## src/rtl/sync_ddio_pkg.sv

```systemverilog
// rtl/sync_ddio_pkg.sv - shared state encoding and counter sizing for the ddio controllers
package sync_ddio_pkg;

  localparam logic [2:0] ST_IDLE   = 3'd0;
  localparam logic [2:0] ST_TRAIN  = 3'd1;
  localparam logic [2:0] ST_SETTLE = 3'd2;
  localparam logic [2:0] ST_LOCKED = 3'd3;
  localparam logic [2:0] ST_FAIL   = 3'd4;

  typedef enum logic [2:0] {
    S_IDLE   = ST_IDLE,
    S_TRAIN  = ST_TRAIN,
    S_SETTLE = ST_SETTLE,
    S_LOCKED = ST_LOCKED,
    S_FAIL   = ST_FAIL
  } state_t;

  // Bits needed to hold 0..limit; never narrower than one bit so a zero limit still elaborates.
  function automatic int cnt_w(input int limit);
    int w;
    w = $clog2(limit + 1);
    return (w < 1) ? 1 : w;
  endfunction

endpackage

```

## src/rtl/sync_ddio_slip.sv

```systemverilog
// rtl/sync_ddio_slip.sv - registered half-word slip mux for the ddio input pair
module sync_ddio_slip #(
  parameter int DW = 1
) (
  input  logic          clk,
  input  logic          rst,
  input  logic          slip,
  input  logic [DW-1:0] q0,
  input  logic [DW-1:0] q1,
  output logic [DW-1:0] d0,
  output logic [DW-1:0] d1
);

  logic [DW-1:0] q1_prev;

  // With slip set, the pair is rebuilt from last cycle's q1 and this cycle's q0.
  always_ff @(posedge clk or posedge rst) begin
    if (rst) begin
      q1_prev <= '0;
      d0      <= '0;
      d1      <= '0;
    end else begin
      q1_prev <= q1;
      if (slip) begin
        d0 <= q1_prev;
        d1 <= q0;
      end else begin
        d0 <= q0;
        d1 <= q1;
      end
    end
  end

endmodule

```

## src/rtl/sync_ddio_align_ctrl.sv

```systemverilog
// rtl/sync_ddio_align_ctrl.sv - training, lock and lock-loss controller for the ddio input pair
module sync_ddio_align_ctrl
  import sync_ddio_pkg::*;
#(
  parameter int            DW         = 1,
  parameter logic [DW-1:0] P0         = {DW{1'b1}},
  parameter logic [DW-1:0] P1         = {DW{1'b0}},
  parameter int            MATCH_CNT  = 16,
  parameter int            SETTLE_CNT = 4,
  parameter int            MAX_SLIP   = 3,
  parameter int            MISS_LIMIT = 4
) (
  input  logic          c_x1,
  input  logic          arst_c_x1,
  input  logic          train_start,
  input  logic          monitor,
  input  logic [DW-1:0] q0,
  input  logic [DW-1:0] q1,
  output logic [DW-1:0] d0,
  output logic [DW-1:0] d1,
  output logic          slip,
  output logic          busy,
  output logic          locked,
  output logic          fail,
  output logic          lost
);

  localparam int MW = cnt_w(MATCH_CNT);
  localparam int SW = cnt_w(MAX_SLIP);
  localparam int TW = cnt_w(SETTLE_CNT);
  localparam int LW = cnt_w(MISS_LIMIT);

  state_t        state_q, state_d;
  logic [MW-1:0] mcnt_q, mcnt_d;
  logic [SW-1:0] scnt_q, scnt_d;
  logic [TW-1:0] stcnt_q, stcnt_d;
  logic [LW-1:0] miss_q, miss_d;
  logic          slip_q, slip_d;
  logic          lost_d;
  logic          match;

  sync_ddio_slip #(.DW(DW)) u_slip (
    .clk  (c_x1),
    .rst  (arst_c_x1),
    .slip (slip_q),
    .q0   (q0),
    .q1   (q1),
    .d0   (d0),
    .d1   (d1)
  );

  assign match = (d0 == P0) && (d1 == P1);
  assign slip  = slip_q;

  // Next-state and counter updates; transitions fire exactly at each limit so nothing wraps.
  always_comb begin
    state_d = state_q;
    mcnt_d  = mcnt_q;
    scnt_d  = scnt_q;
    stcnt_d = stcnt_q;
    miss_d  = miss_q;
    slip_d  = slip_q;
    lost_d  = 1'b0;
    case (state_q)
      S_IDLE, S_FAIL, S_LOCKED: begin
        if (train_start) begin
          state_d = S_TRAIN;
          mcnt_d  = '0;
          scnt_d  = '0;
          miss_d  = '0;
          slip_d  = 1'b0;
        end else if (state_q == S_LOCKED) begin
          if (!monitor || match) begin
            miss_d = '0;
          end else if (miss_q == LW'(MISS_LIMIT - 1)) begin
            state_d = S_TRAIN;
            lost_d  = 1'b1;
            miss_d  = '0;
            mcnt_d  = '0;
            scnt_d  = '0;
          end else begin
            miss_d = miss_q + LW'(1);
          end
        end
      end
      S_TRAIN: begin
        if (match) begin
          mcnt_d = mcnt_q + MW'(1);
          if (mcnt_q == MW'(MATCH_CNT - 1)) begin
            state_d = S_LOCKED;
            miss_d  = '0;
          end
        end else begin
          mcnt_d = '0;
          if (scnt_q == SW'(MAX_SLIP)) begin
            state_d = S_FAIL;
          end else begin
            state_d = S_SETTLE;
            slip_d  = ~slip_q;
            scnt_d  = scnt_q + SW'(1);
            stcnt_d = '0;
          end
        end
      end
      S_SETTLE: begin
        if (stcnt_q == TW'(SETTLE_CNT - 1)) begin
          state_d = S_TRAIN;
          mcnt_d  = '0;
        end else begin
          stcnt_d = stcnt_q + TW'(1);
        end
      end
      default: state_d = S_IDLE;
    endcase
  end

  // State, counters and status flags; flags are taken from the next state so they align with it.
  always_ff @(posedge c_x1 or posedge arst_c_x1) begin
    if (arst_c_x1) begin
      state_q <= S_IDLE;
      mcnt_q  <= '0;
      scnt_q  <= '0;
      stcnt_q <= '0;
      miss_q  <= '0;
      slip_q  <= 1'b0;
      busy    <= 1'b0;
      locked  <= 1'b0;
      fail    <= 1'b0;
      lost    <= 1'b0;
    end else begin
      state_q <= state_d;
      mcnt_q  <= mcnt_d;
      scnt_q  <= scnt_d;
      stcnt_q <= stcnt_d;
      miss_q  <= miss_d;
      slip_q  <= slip_d;
      busy    <= (state_d == S_TRAIN) || (state_d == S_SETTLE);
      locked  <= (state_d == S_LOCKED);
      fail    <= (state_d == S_FAIL);
      lost    <= lost_d;
    end
  end

endmodule

```

## config.mk

```make
export PLATFORM = sky130hd
export DESIGN_NAME = sync_ddio_align_ctrl
export DESIGN_NICKNAME = d
export VERILOG_FILES = /design/src/rtl/sync_ddio_pkg.sv /design/src/rtl/sync_ddio_slip.sv /design/src/rtl/sync_ddio_align_ctrl.sv
export SDC_FILE = /design/constraint.sdc
export NUM_CORES = 1
export LEC_CHECK = 0
export ABC_AREA = 1
export BUFFER_PORTS_ARGS = -buffer_cell sky130_fd_sc_hd__buf_2
export CAP_MARGIN = 15
export CORE_MARGIN = 8
export CORE_UTILIZATION = 50
export DETAILED_ROUTE_END_ITERATION = 16
export GPL_TIMING_DRIVEN = 0
export PLACE_DENSITY_LB_ADDON = 0.15
export REMOVE_ABC_BUFFERS = 1
export SYNTH_ARGS = -nofsm -noshare
export SYNTH_HDL_FRONTEND = slang
export SYNTH_SLANG_ARGS = --single-unit
```

## constraint.sdc

```tcl
create_clock -name c_x1 -period 4.7 [get_ports c_x1]
set_clock_uncertainty 0.2 [all_clocks]
set_input_delay 0.705 -clock c_x1 [delete_from_list [all_inputs] [get_ports c_x1]]
set_output_delay 0.705 -clock c_x1 [all_outputs]
set_load 0.01 [all_outputs]
```

==> impl.org, run 1 <==
** Global routing
- Global routing used 12.9% of the available tracks.
- The number of global-route vias before repair is 1066.
- Total grt overflow :: 0
- The initial antenna violation count is 0.
- Wire length of the first global-routing pass :: approximately 4.5 mm
- Entering global routing, the biggest net connects 25 pins.

** Power and ir drop
- The worst-case IR drop observed on VDD is 276 uV.
- Power per unit of standard cell area :: 502 mW/mm^2
- Pleak :: 0.759 nW

** CTS
- TritonCTS built the clock tree.
- In this run, CTS created clock tree buffers numbering 3.
- Hold repair after CTS inserted 0 buffers.
- Number of sinks on the clock net :: 24
- # H-tree levels :: 1
- Buffers inserted during post-CTS setup optimization :: 0
- Post-CTS repair changed the size of 0 cells.
- The cell sitting at the root of the clock tree is a sky130_fd_sc_hd__clkbuf_4.
- Clk_lat worst skew :: around 0.3 ns
- After clock tree synthesis, the clock-pin slew on the worst setup and hold paths is 0.12 ns.
- In this run the deepest clock path goes through 2 buffers.

** Placed design
- Dpl hpwl :: 1.96 mm
- Global placement routability congestion :: approximately 0.93
- In this run the cell area measured after placement is 0.00134 sq mm.
- At the placement stage, the worst setup path has a slack of 2.82 ns.
- Number of buffer cells added on primary ports :: 12
- Cell Count Post-Placement :: 201

** Die
- Area of the die :: 0.00434 sq mm
- Horiz. Die Dim :: 65.9 um
- Number of cell rows :: 18
- Core region area :: about 0.0024 sq mm
- Height of the chip :: roughly 66 um
- In this run the count of I/O pins placed on the die edge is 13.
- Initial standard-cell utilization of the core :: 51.6%

** Yosys
- Number of cells produced by synthesis :: roughly 160
- Cell area after synthesis :: roughly 0.0012 sq mm
- Count of distinct cell types in the synthesized netlist :: 20
- A synthesized cell averages 7.81 sq um.
- Warnings from Yosys :: 0
- Counting flops and latches in the post-synthesis netlist gives 24.
- Sequential cells were found to cover 48.3% of the synthesized design area.

** Hold path
- The path class of the tightest hold or removal check is flop to flop.

** Timing
- Static timing analysis puts the maximum clock frequency at 0.533 GHz.
- Unrepaired setup endpoints after global routing :: no
- Actual slew at the worst max-slew pin :: approximately 0.90 ns
- The number of hold-slack violations in the final timing report was 0.
- Sum of negative setup slack :: 0 ns
- Time the worst path needs with I/O delays and setup :: 1.88 ns
- Dividing the final minimum period by the clock period gives 39.9%.
- Headroom to the max-slew limit :: around 40%
- Across all setup checks in the final design, the least slack found is 2.82 ns.
- The final-report max-slew violation count was 0.
- WHS :: 0.270 ns
- Setup violations remaining at the end of the flow were counted as 0.

** Worst setup path
- Biggest fanout along the worst timing path :: 5
- Critical path arrival :: approximately 1.9 ns
- Type of the worst setup path :: flop to flop
- STA puts the critical path data required time at 4.71 ns.
- Reg2reg setup slack :: ~2.8 ns
- Element type at the critical path end :: flop
- CP startpoint kind :: flop

** Routing
- Across all layers, the routed design uses 1053 vias.
- Post-detailed-route via-to-cell ratio :: a little over 5
- Final routed wirelength across all metal layers :: 2.50 mm
- Post-route ant nets :: 0
- The first TritonRoute pass finished after 4 iterations.
- Number of remaining DRC errors :: 0
- In the final routed layout, each cell accounts on average for 12.3 um.
- The detailed router finished its first iteration with 57 violations.

** Finish
- Post-layout instance area :: 0.00136 sq mm
- Cells with a size suffix above 1 make up between 10 and 15% of the layout.
- Non-filler cells in the finished layout :: 204
- 0 antenna diodes ended up in the layout.
- For this run, the post-layout net count is between 150 and 200.
- The area growth from synthesis to layout is 9.67%.

** Outcome
- Run status :: completed

** Flow run
- Max-cap violations in this run came to 0.
## cells by family (layout without fill, tap and decap cells)
family / after synthesis / count (layout) / share of synthesized area, %
buf+inv: 26 / 41 / 7.86
flops: 24 / 24 / 48.3
compound gates: 14 / 14 / 6.24
simple gates: 89 / 89 / 31.5
fa+ha+maj: 6 / 6 / 6.04
## area by class of cell
| cell class | instances | area (sq um) |
|---|---|---|
| Fill cell | 216 | 1050 |
| Inverter | 26 | 97.6 |
| Tap cell | 30 | 37.5 |
| Multi-Input combinational cell | 109 | 544 |
| Clock buffer | 3 | 22.5 |
| Timing Repair Buffer | 12 | 60.1 |
| Sequential cell | 24 | 601 |
## flip-flops by register name, indices dropped and copies added (netlist names), 2 cells and up
signal and cells:
mcnt_q 5, miss_q 3, stcnt_q 3, state_q 3
scnt_q 2
## synth_stat cells
cell type / instances / area [sq um]
sky130_fd_sc_hd__nor3_1: 2 / 10.0
sky130_fd_sc_hd__inv_1: 24 / 90.1
sky130_fd_sc_hd__nor2_2: 3 / 18.8
sky130_fd_sc_hd__o31ai_1: 1 / 7.51
sky130_fd_sc_hd__nor2_1: 16 / 60.1
sky130_fd_sc_hd__a21oi_1: 4 / 20.0
sky130_fd_sc_hd__o22ai_1: 2 / 12.5
sky130_fd_sc_hd__ha_1: 6 / 75.1
sky130_fd_sc_hd__nand2_1: 44 / 165
sky130_fd_sc_hd__or2_2: 3 / 18.8
sky130_fd_sc_hd__nand4_1: 5 / 31.3
sky130_fd_sc_hd__a21boi_0: 1 / 7.51
sky130_fd_sc_hd__o21ai_0: 4 / 20.0
sky130_fd_sc_hd__o21ai_1: 2 / 10.0
sky130_fd_sc_hd__nand3_2: 1 / 10.0
sky130_fd_sc_hd__nand3_1: 13 / 65.1
sky130_fd_sc_hd__nand2_2: 1 / 6.26
sky130_fd_sc_hd__inv_2: 2 / 7.51
sky130_fd_sc_hd__dfrtp_1: 24 / 601
sky130_fd_sc_hd__or2_1: 1 / 6.26
## final timing paths
check | start | to | cells after the start
max | mcnt_q[0] | locked | 12
min | u_slip.q1_prev | u_slip.d0 | 2
max reg2reg | mcnt_q[0] | locked | 12
min reg2reg | u_slip.q1_prev | u_slip.d0 | 2
max in group asynchronous | arst_c_x1 | stcnt_q[0] | 2
min in group asynchronous | arst_c_x1 | u_slip.d1 | 2
## metrics by stage
step	power (mW)	utilization [%]
6_report	0.684	56.5
5_1_grt	0.746	56.5
4_1_cts	0.689	56.5
3_5_place_dp	0.602	55.6
3_3_place_gp	0.584	55.6
2_1_floorplan	0.519	-
## cells in the final DEF, fill, tap and decap left out, types with 3 or more instances in the layout
| master | instances |
|---|---|
| sky130_fd_sc_hd__clkbuf_4 | 3 |
| sky130_fd_sc_hd__nand2_1 | 44 |
| sky130_fd_sc_hd__o21ai_0 | 4 |
| sky130_fd_sc_hd__nor2_1 | 16 |
| sky130_fd_sc_hd__or2_2 | 3 |
| sky130_fd_sc_hd__inv_1 | 24 |
| sky130_fd_sc_hd__dfrtp_1 | 24 |
| sky130_fd_sc_hd__a21oi_1 | 4 |
| sky130_fd_sc_hd__nor2_2 | 3 |
| sky130_fd_sc_hd__ha_1 | 6 |
| sky130_fd_sc_hd__nand3_1 | 13 |
| sky130_fd_sc_hd__nand4_1 | 5 |
| sky130_fd_sc_hd__buf_2 | 12 |
## per-layer routing
| metal | wire length (um) | vias up | share of wire, % | global-route usage [%] |
|---|---|---|---|---|
| met5 | 0 | - | 0 | 0 |
| met4 | 13 | 0 | 0.52 | 5.18 |
| met3 | 90 | 2 | 3.6 | 3.22 |
| met2 | 1280 | 15 | 51 | 22.5 |
| met1 | 1120 | 498 | 45 | 14.5 |
| li1 | - | 538 | - | - |
## power breakdown
| group | internal (mW) | switching [mW] | leakage, nW |
|---|---|---|---|
| Sequential | 0.256 | 0.0397 | 0.317 |
| Combinational | 0.0972 | 0.204 | 0.428 |
| Clock | 0.0299 | 0.0568 | 0.0138 |
| Total | 0.383 | 0.301 | 0.759 |
## critical path, stage by stage (launching register included)
cell and delay, ns:
sky130_fd_sc_hd__dfrtp_1 0.44, sky130_fd_sc_hd__ha_1 0.23, sky130_fd_sc_hd__inv_1 0.08, sky130_fd_sc_hd__nor3_1 0.05, sky130_fd_sc_hd__ha_1 0.19, sky130_fd_sc_hd__inv_1 0.07
sky130_fd_sc_hd__nand2_1 0.05, sky130_fd_sc_hd__nand2_1 0.05, sky130_fd_sc_hd__nand2_1 0.04, sky130_fd_sc_hd__a21oi_1 0.16, sky130_fd_sc_hd__nand2_1 0.09, sky130_fd_sc_hd__nand2_1 0.07
sky130_fd_sc_hd__inv_1 0.04
No activity file was read; power rests on OpenSTA's default activity.
==> run 2: changes to the inputs <==
- ABC_AREA: 1 -> 0
- clock period: 4.7 -> 1.7 ns (I/O delays scaled with it)
==> run 2 against run 1 <==
Against the previous run:
- the flow now finishes with violations (negative setup slack)
- die area stayed put
- total power rose to 3.5 times the previous value
- critical path depth is 7 lower
- critical path type unchanged
- register-to-register slack worse by 2.9 ns
- sequential share of layout area fell by 7.2 points
- highest routed layer unchanged
- largest cell class is now multi-input gates
- worst setup slack lost 2.9 ns
- via count decreased by 3.8%
- maximum frequency up 2.9%
- routed wire length rose by 4.4%
- worst hold slack worse by 0.22 ns
- sequential power increased to 2.9 times the previous value
==> impl.org, run 2 <==
** Outcome
- The flow ran to the end, but the final reports show violations.
- Violated checks :: negative setup slack

** Routing
- For this block, the initial DRC count from the detailed router was 36.
- The first detailed-routing pass took 4 iterations.
- Post-route ant nets :: 0
- The routed layout has 1013 vias.
- DR WL/cell :: between 10 and 15 um
- In the routed design, unresolved DRC markers number 0.
- After detailed routing, the number of vias per cell comes to 5.57.
- After detailed routing, the total wire length is 2.61 mm.

** Worst setup path
- STA puts the critical path data arrival time at 1.82 ns.
- The largest individual stage delay along the critical path comes from the cell sky130_fd_sc_hd__dfrtp_1.
- Critical path cell sequence :: ha_2 > nor2b_4 > a31oi_1 > o22a_2 > a221o_1
- The worst setup path is launched from a flop.
- Destination of the worst register-to-register timing path :: mcnt_q[2]
- Reg2Reg Launch Point :: miss_q[0]
- The worst setup path is of the flop to flop kind.
- For the worst setup path, the data required time is 1.70 ns.
- Reg2Reg Depth :: 5
- The worst setup path is captured at a flop.
- Biggest fanout along the worst timing path :: 5
- On the worst path, the slowest cell contributes a delay of just under 0.4 ns.
- The setup check on the worst reg-to-reg path leaves a slack of -0.12 ns.

** Finish
- Number of fillers in the final layout :: approximately 180
- The area growth from synthesis to layout is 31.8%.
- Across the whole layout, storage elements account for 604 sq um.
- The repair_antennas step left the layout with diodes totalling 0.
- The register with the most flip-flops in the layout has 5 of them.
- In the layout the commonest cells are sky130_fd_sc_hd__dfrtp_1, sky130_fd_sc_hd__buf_4, sky130_fd_sc_hd__buf_2, sky130_fd_sc_hd__inv_1, sky130_fd_sc_hd__nor2_1.
- Of the cells placed in the final design, the portion with a size suffix greater than 1 is 46.7%.
- At the end of the flow, the number of nets in the layout was 166.
- Non-filler cells in the finished layout :: around 180
- Multi-input gate area in the final layout :: 699 sq um
- mcnt_q holds more flip-flops than any other register.
- Most frequent standard cell in the layout excluding fill and tap cells :: sky130_fd_sc_hd__dfrtp_1

** Power and ir drop
- Post-route total power :: 2.36 mW
- Max IR drop VDD :: 868 uV
- For this design the static power due to leakage is 0.769 nW.
- Power spread over the standard cell area amounts to 1440 mW/mm^2.

** Hold path
- The worst hold path terminates at lost.
- The tightest min-delay check is of the input pin to flop type.
- The worst hold path begins at monitor.
- Worst hold path stage count :: 3

** Yosys
- Mean area per synthesized cell :: 10.5 sq um
- Cell types with the highest counts after synthesis :: sky130_fd_sc_hd__dfrtp_1, sky130_fd_sc_hd__inv_1, sky130_fd_sc_hd__nand2_1, sky130_fd_sc_hd__nor2_1
- The top cell type by area accounts for about half of the synthesized area.
- Cell area after synthesis :: 0.00124 sq mm
- Proportion of synthesized flip-flops having asynchronous set or reset :: 100%
- Warnings from Yosys :: 0
- By area the synthesized netlist is led by sky130_fd_sc_hd__dfrtp_1, sky130_fd_sc_hd__ha_1, sky130_fd_sc_hd__mux2_2.
- Synthesis produced a netlist whose cell count is 118.
- The number of different library cells used by synthesis comes to 39.
- Summed over all instances, the cell type with the most area after synthesis is sky130_fd_sc_hd__dfrtp_1.
- Part of the Yosys area used for sequential elements :: approximately half
- Count leader, synth :: sky130_fd_sc_hd__dfrtp_1
- Post-synthesis register bit count :: 24
- Number of flops mapped to enable cells by yosys :: 0
- The most used flip-flop cell after synthesis is sky130_fd_sc_hd__dfrtp_1.

** Global routing
- The number of global-route vias before repair was approximately 1000.
- Total grt overflow :: 0
- The first global-routing pass estimated 4.32 mm of wire.
- The initial antenna violation count is 0.
- Maximum number of pins on one net before global-route repair :: 25
- Combined global-route utilization of all metal layers :: 12.5%

** Placed design
- Detailed placement ended at an HPWL of 1.59 mm.
- Number of buffer cells added on primary ports :: 12
- Cell Count Post-Placement :: 156
- Routability-driven placement finished with a final weighted congestion of roughly 0.78.

** Flow run
- Max-capacitance violation count :: 0

** CTS
- Number of buffers inserted during clock tree synthesis :: 3
- TritonCTS built the clock tree.
- The clock reaches the later pin of the worst-skew pair after 0.30 ns.
- The cell sitting at the root of the clock tree is a sky130_fd_sc_hd__clkbuf_4.
- Clk slew on worst S/H paths :: approximately 0.12 ns
- The tree built by TritonCTS fans out to 24 sinks.
- # H-tree levels :: 1
- The longest clock path from root to sink contains 2 buffers.

** Timing
- Portion of the clock cycle consumed by the worst path in the final layout :: 107%
- The routed design could run at a clock period as short as between 1.5 and 2 ns.
- Headroom to the max-slew limit :: 66.3%
- Setup violations remaining at the end of the flow were counted as 9.
- Final slew viol count :: 0
- Actual slew at the worst max-slew pin :: 0.504 ns
- Across all setup checks in the final design, the least slack found is -0.125 ns.
- Final Hold Vio Count :: 0
- Unrepaired setup endpoints after global routing :: yes
- Derived from the worst setup path, the maximum achievable clock frequency is approximately 0.55 GHz.

** Die
- Core region area :: about 0.0024 sq mm
- Once the floorplan was initialized, standard cells occupied 51.6% of the core.
- In this run the count of I/O pins placed on the die edge is 13.
- The floorplan step defined a die boundary enclosing 0.00434 sq mm.
- Number of cell rows :: 18
- Height of the chip :: 65.9 um
- From left edge to right edge, the die measures 65.9 um.
run 2: worst max path at each step:
stage                     startpoint         to  slack [ns]  cells past startpoint
after floorplan            mcnt_q[0]  miss_q[0]       -0.09                      6
after global placement    state_q[1]  miss_q[0]       -0.25                      3
after detailed placement  state_q[1]  miss_q[0]       -0.26                      3
after CTS                  mcnt_q[1]  miss_q[0]       -0.09                      6
after global routing       miss_q[0]  mcnt_q[2]       -0.18                      5
final                      miss_q[0]  mcnt_q[2]       -0.12                      5
run 2: cell families (layout without fill, tap and decap cells):
logic type               Yosys count  count (layout)  synth area share, %
flip-flops                        24              24                 48.3
multiplexers                       6               6                 5.44
AND/OR/NAND/NOR                   44              44                 20.9
adder cells (fa/ha/maj)            6               6                 6.04
buffers and inverters             12              46                 4.43
XOR/XNOR                           1               1                0.705
AO/OA/AOI/OAI                     25              25                 14.1
run 2: metal layers:
metal	vias to the layer above	global-route usage, %	share of wire [%]
met5	-	0	0
met3	2	2.88	3.4
li1	494	-	-
met1	503	14.4	45
met2	14	22.3	50
met4	0	4.09	0.61
run 2: final cells by class:
type / count / area share [%]
Multi-Input combinational cell: 82 / 42.7
Sequential cell: 24 / 36.9
Timing Repair Buffer: 35 / 14.7
Tap cell: 30 / 2.29
Inverter: 8 / 2.06
Clock buffer: 3 / 1.38
run 2: stage by stage:
step | utilization [%] | setup WS [ns] | hold WS (ns) | cell area [sq um] | TNS [ns]
2_1_floorplan | - | -0.0945 | 0.0696 | 1220 | -0.407
3_3_place_gp | 54.6 | -0.255 | 0.176 | 1320 | -1.64
3_5_place_dp | 54.6 | -0.257 | 0.179 | 1320 | -1.75
4_1_cts | 64.1 | -0.0889 | 0.0261 | 1550 | -0.556
5_1_grt | 68.0 | -0.182 | 0.0371 | 1640 | -1.15
6_report | 68.0 | -0.125 | 0.0460 | 1640 | -0.494
run 2: what timing repair did:
action	4_1_cts	5_1_grt
buffers inserted	13	7
hold buffers	3	0
pin swaps	6	7
gates resized for setup	20	14
endpoints found under the hold margin	27	0
endpoints found under the setup margin	15	15
run 2: power by group:
group | total, mW | internal, mW | switching (mW)
Clock | 0.237 | 0.0826 | 0.154
Sequential | 0.847 | 0.723 | 0.124
Combinational | 1.28 | 0.673 | 0.603
run 2: critical path, delay by kind of cell (launching register included):
kind / cells / cell delay, ns
simple gates: 1 / 0.19
compound gates: 3 / 0.73
fa+ha+maj: 1 / 0.20
flops: 1 / 0.39
